### src/rtl/shift_engine.sv
// shift_engine: multi-cycle universal shift register (load / SLL / SRL / ROR).
// Each bit's next state is a 4:1 pick of hold, load, left neighbour or right
// neighbour. A small IDLE/RUN/DONE FSM drives that pick, one step per clock.
module shift_engine #(
  parameter int W     = 8,
  parameter int AMT_W = 4
) (
  input  logic             clk,
  input  logic             reset,
  input  logic             start,
  input  logic [1:0]       op,
  input  logic [AMT_W-1:0] amount,
  input  logic [W-1:0]     data_in,
  input  logic             serial_in,
  output logic             ready,
  output logic             done,
  output logic [W-1:0]     q,
  output logic             serial_out
);

  typedef enum logic [1:0] {IDLE, RUN, DONE} state_t;

  localparam logic [1:0] OP_LOAD = 2'b00;
  localparam logic [1:0] OP_SLL  = 2'b01;
  localparam logic [1:0] OP_SRL  = 2'b10;
  localparam logic [1:0] OP_ROR  = 2'b11;

  // Per-bit source select codes; the values index the 4:1 candidate vector.
  localparam logic [1:0] SEL_HOLD  = 2'd0;
  localparam logic [1:0] SEL_LOAD  = 2'd1;
  localparam logic [1:0] SEL_LEFT  = 2'd2;
  localparam logic [1:0] SEL_RIGHT = 2'd3;

  state_t           state_reg, state_next;
  logic [W-1:0]     q_reg;
  logic [W-1:0]     q_next;
  logic             so_reg, so_next;
  logic [AMT_W-1:0] cnt_reg, cnt_next;
  logic [1:0]       op_reg, op_next;
  logic [1:0]       sel;
  logic             fill_hi;

  // The MSB's right neighbour is the wrapped LSB for rotate, otherwise the serial fill.
  assign fill_hi = (op_reg == OP_ROR) ? q_reg[0] : serial_in;

  // Per-bit 4:1 next-state selection; bit 0 takes serial_in as its left neighbour.
  generate
    for (genvar gi = 0; gi < W; gi++) begin : g_bit
      logic       left_src;
      logic       right_src;
      logic [3:0] cand;
      if (gi == 0) begin : g_lsb
        assign left_src = serial_in;
      end else begin : g_lmid
        assign left_src = q_reg[gi-1];
      end
      if (gi == W-1) begin : g_msb
        assign right_src = fill_hi;
      end else begin : g_rmid
        assign right_src = q_reg[gi+1];
      end
      assign cand      = {right_src, left_src, data_in[gi], q_reg[gi]};
      assign q_next[gi] = cand[sel];
    end
  endgenerate

  // Next-state, bit-select and serial_out logic for the command FSM.
  always_comb begin
    state_next = state_reg;
    cnt_next   = cnt_reg;
    op_next    = op_reg;
    so_next    = so_reg;
    sel        = SEL_HOLD;
    case (state_reg)
      IDLE: begin
        if (start) begin
          op_next = op;
          if (op == OP_LOAD) begin
            sel        = SEL_LOAD;
            state_next = DONE;
          end else if (amount == '0) begin
            state_next = DONE;
          end else begin
            cnt_next   = amount;
            state_next = RUN;
          end
        end
      end
      RUN: begin
        if (op_reg == OP_SLL) begin
          sel     = SEL_LEFT;
          so_next = q_reg[W-1];
        end else begin
          sel     = SEL_RIGHT;
          so_next = q_reg[0];
        end
        cnt_next = cnt_reg - 1'b1;
        if (cnt_reg == AMT_W'(1)) state_next = DONE;
      end
      DONE: begin
        state_next = IDLE;
      end
      default: begin
        state_next = IDLE;
      end
    endcase
  end

  // State and datapath registers; reset aborts any command in flight.
  always_ff @(posedge clk or negedge reset) begin
    if (!reset) begin
      state_reg <= IDLE;
      q_reg     <= '0;
      so_reg    <= 1'b0;
      cnt_reg   <= '0;
      op_reg    <= OP_LOAD;
    end else begin
      state_reg <= state_next;
      q_reg     <= q_next;
      so_reg    <= so_next;
      cnt_reg   <= cnt_next;
      op_reg    <= op_next;
    end
  end

  assign ready      = (state_reg == IDLE);
  assign done       = (state_reg == DONE);
  assign q          = q_reg;
  assign serial_out = so_reg;

endmodule

### config.mk
export PLATFORM = sky130hd
export DESIGN_NAME = shift_engine
export DESIGN_NICKNAME = d
export VERILOG_FILES = /design/src/rtl/shift_engine.sv
export SDC_FILE = /design/constraint.sdc
export NUM_CORES = 1
export LEC_CHECK = 0
export CAP_MARGIN = 20
export CELL_PAD_IN_SITES_DETAIL_PLACEMENT = 1
export CELL_PAD_IN_SITES_GLOBAL_PLACEMENT = 2
export CORE_ASPECT_RATIO = 0.75
export CORE_UTILIZATION = 28
export DETAILED_ROUTE_END_ITERATION = 6
export MAX_ROUTING_LAYER = met4
export PLACE_DENSITY = 0.75
export SYNTH_ARGS = -nofsm -noshare
export SYNTH_HDL_FRONTEND = slang
export SYNTH_SLANG_ARGS = --single-unit
### constraint.sdc
create_clock -name clk -period 1.75 [get_ports clk]
set_input_delay 0.175 -clock clk [delete_from_list [all_inputs] [get_ports clk]]
set_output_delay 0.175 -clock clk [all_outputs]
set_load 0.005 [all_outputs]
==> results.cfg <==
[power]
net-switching-power_mw = 0.927
clock_power_share_pct = 13.0
p_int_mw = 1.37
powerDensity_nw_per_um2 = 1600
seqPwrFrac_pct = 33.5
leakage_nw = 0.585
p_comb_share_pct = 53.5
swShare_pct = 40.4
vdd_drop_max_mv = 0.850

[drt]
detail-route-antenna-nets = 0
wl_mm = 2.89
num_vias = 920
first_pass_iters = 4
drc_errors = 0
drtIter0Drc = 47
wl_per_cell_um = 15.2
via_per_inst = 4.84

[worst_setup_path]
r2r_slack_ns = 0.15
cp.required_ns = 1.57
end_kind = output pin
path_max_fanout = 7
reg2reg_depth = 4
path_class = reg -> out
startpoint = state_reg[1]$_DFFE_PN0P_
cp-start-kind = register
cp.arrival_ns = 1.47
r2r-start = state_reg[1]$_DFFE_PN0P_

[global_routing]
grt_pass1_wl_mm = 4.84
grt_pass1_vias = 964
grt_max_degree = 18
grt_usage_pct = 17.2
gr-total-overflow = 0
antenna_found_initial = 0

[layout]
drive_above_1_share_pct = 14.3
syn_to_final_growth_pct = 36.3
regArea_um2 = 425
num_antenna_cells = 0
multi_input_area_um2 = 566
fillCellCount = 401
nets = 161
design_area_um2 = 1440

[synth]
syn_area_um2 = 1050
ys_seq_area_share_pct = 40.4
ys_warn_count = 0
netlist_instances = 109
avgSynthCellArea_um2 = 9.67
synth_edf_count = 0
synth.distinct_cells = 34
yosysTopAreaCellShare_pct = 40.4
synth_fp_nets = 129
yosys_register_bits = 17
ys.flop_type = dfrtp_1
yosys-top-cells-count = nand2_1, dfrtp_1, a21oi_1
yosysMostFrequentCell = nand2_1
async_reset_ff_share_pct = 100
ys_top_cells_by_area = dfrtp_1, a221o_1, nand2_1, a21oi_1, buf_6
synth_top_area_cell = dfrtp_1

[timing]
setup_viol = 0
fmax_mhz = 609
worst-slew-pin-transition_ns = 0.470
fin_ws_ns = 0.108
hold_viol = 0
rsz0062_at_grt = false
report.final.slew_viol_count = 0
finClkSkew_ns = 0.00525
min_period_over_period_pct = 93.8
whs_ns = 0.247
finalCriticalPeriod_ns = 1.64
relSlewSlack_pct = 68.6

[clock_network]
cts-root-buf = clkbuf_8
cts_sinks = 17
clk_latency_ns = 0.25
h-tree-depth = 1
cts_inserted_buffers = 3
cts_tree = yes
cts.clk_slew.worst_paths_ns = 0.07
ctsHoldBuffers = 0
cts-resized-gates = 0
clockBufferDepth = 2
post_cts_buffers = 0

[hold_path]
hp-class = in -> async

[place]
gp_congestion = 0.729
port_buffers = 28
hpwl_mm = 2.28
place_area_um2 = 1390
pre_cts_ws_ns = -0.0419

[die]
num_io_pins = 29
die_w_um = 72.8
initial_core_util_pct = 30.6
core_um2 = 3450
die_area_um2 = 4010
fp-row-count = 18
die_y_um = 55.1

[outcome]
outcome = complete, no violations

[job]
cap_violations = 0
-- metal layers --
| metal | part of all wire [%] | global-route usage [%] | routed length (um) |
|---|---|---|---|
| met5 | 0 | - | 0 |
| met4 | 0.97 | 5.88 | 28 |
| met3 | 2.7 | 3.26 | 79 |
| met2 | 45 | 25.5 | 1300 |
| met1 | 51 | 23.7 | 1490 |
-- layout make-up --
| type | count | share of cell area, % |
|---|---|---|
| Clock buffer | 3 | 2.87 |
| Sequential cell | 17 | 29.6 |
| Tap cell | 50 | 4.36 |
| Clock inverter | 1 | 0.348 |
| Multi-Input combinational cell | 82 | 39.4 |
| Inverter | 3 | 0.784 |
| Timing Repair Buffer | 34 | 22.6 |
-- through the flow --
step / power (mW) / TNS, ns / util, % / cells
floorplan: 1.55 / 0 / - / 109
detailed placement: 2.02 / -0.0746 / 40.3 / 186
global placement: 1.96 / 0 / 40.3 / 186
global route: 2.51 / 0 / 41.7 / 190
finish: 2.29 / 0 / 41.7 / 190
CTS: 2.33 / 0 / 41.7 / 190
-- worst max-delay path: stages, from the launching register on --
cell             delay [ns]
dfrtp_1                0.45
nor2_1                 0.22
clkdlybuf4s50_1        0.54
-- cells by family (layout without fill, tap and decap cells) --
group                    after synthesis  in the layout  share of synthesized area (%)
adder cells (fa/ha/maj)                2              2                           2.37
AO/OA/AOI/OAI                         32             32                           23.0
multiplexers                           4              4                           4.04
flip-flops                            17             17                           40.4
buffers and inverters                 10             41                           5.94
AND/OR/NAND/NOR                       44             44                           24.2
-- cell usage in the layout (no fill, tap or decap) --
cell type	instances
buf_4	6
nor4_4	1
o31ai_1	1
nor3_1	4
dfrtp_1	17
nor3b_2	1
nor2_1	5
nand2_1	19
mux2_2	2
or3_4	1
clkbuf_8	3
o211ai_1	2
nor4b_1	1
ha_1	2
o21ai_1	1
a31oi_1	2
nor4_1	1
nor2_4	1
and2b_1	2
mux2i_1	2
a311oi_1	1
and3_1	1
a21boi_0	1
o21ai_2	1
a21oi_1	13
nor2b_1	2
nor3b_1	1
nand2b_4	1
inv_1	3
o31ai_4	1
nand2b_1	3
clkinv_2	1
o21bai_2	1
a221o_1	8
clkdlybuf4s50_1	28
-- power by group through the flow --
| stage | Clock, mW | Sequential [mW] | Combinational, mW |
|---|---|---|---|
| floorplan | 0 | 0.732 | 0.815 |
| global placement | 0 | 0.765 | 1.19 |
| detailed placement | 0 | 0.778 | 1.24 |
| CTS | 0.314 | 0.773 | 1.24 |
| global route | 0.324 | 0.797 | 1.39 |
| finish | 0.298 | 0.768 | 1.23 |
-- how the worst max path moves through the flow --
| stage | depth (start not counted) | endpoint | slack [ns] |
|---|---|---|---|
| final | 2 | ready | 0.11 |
| after global routing | 2 | ready | 0.04 |
| after CTS | 2 | ready | 0.08 |
| after detailed placement | 5 | register | -0.04 |
| after global placement | 4 | register | 0.004 |
| after floorplan | 5 | cnt_reg[0]$_DFFE_PN0P_ | 0.38 |
No activity file was read; power rests on OpenSTA's default activity.
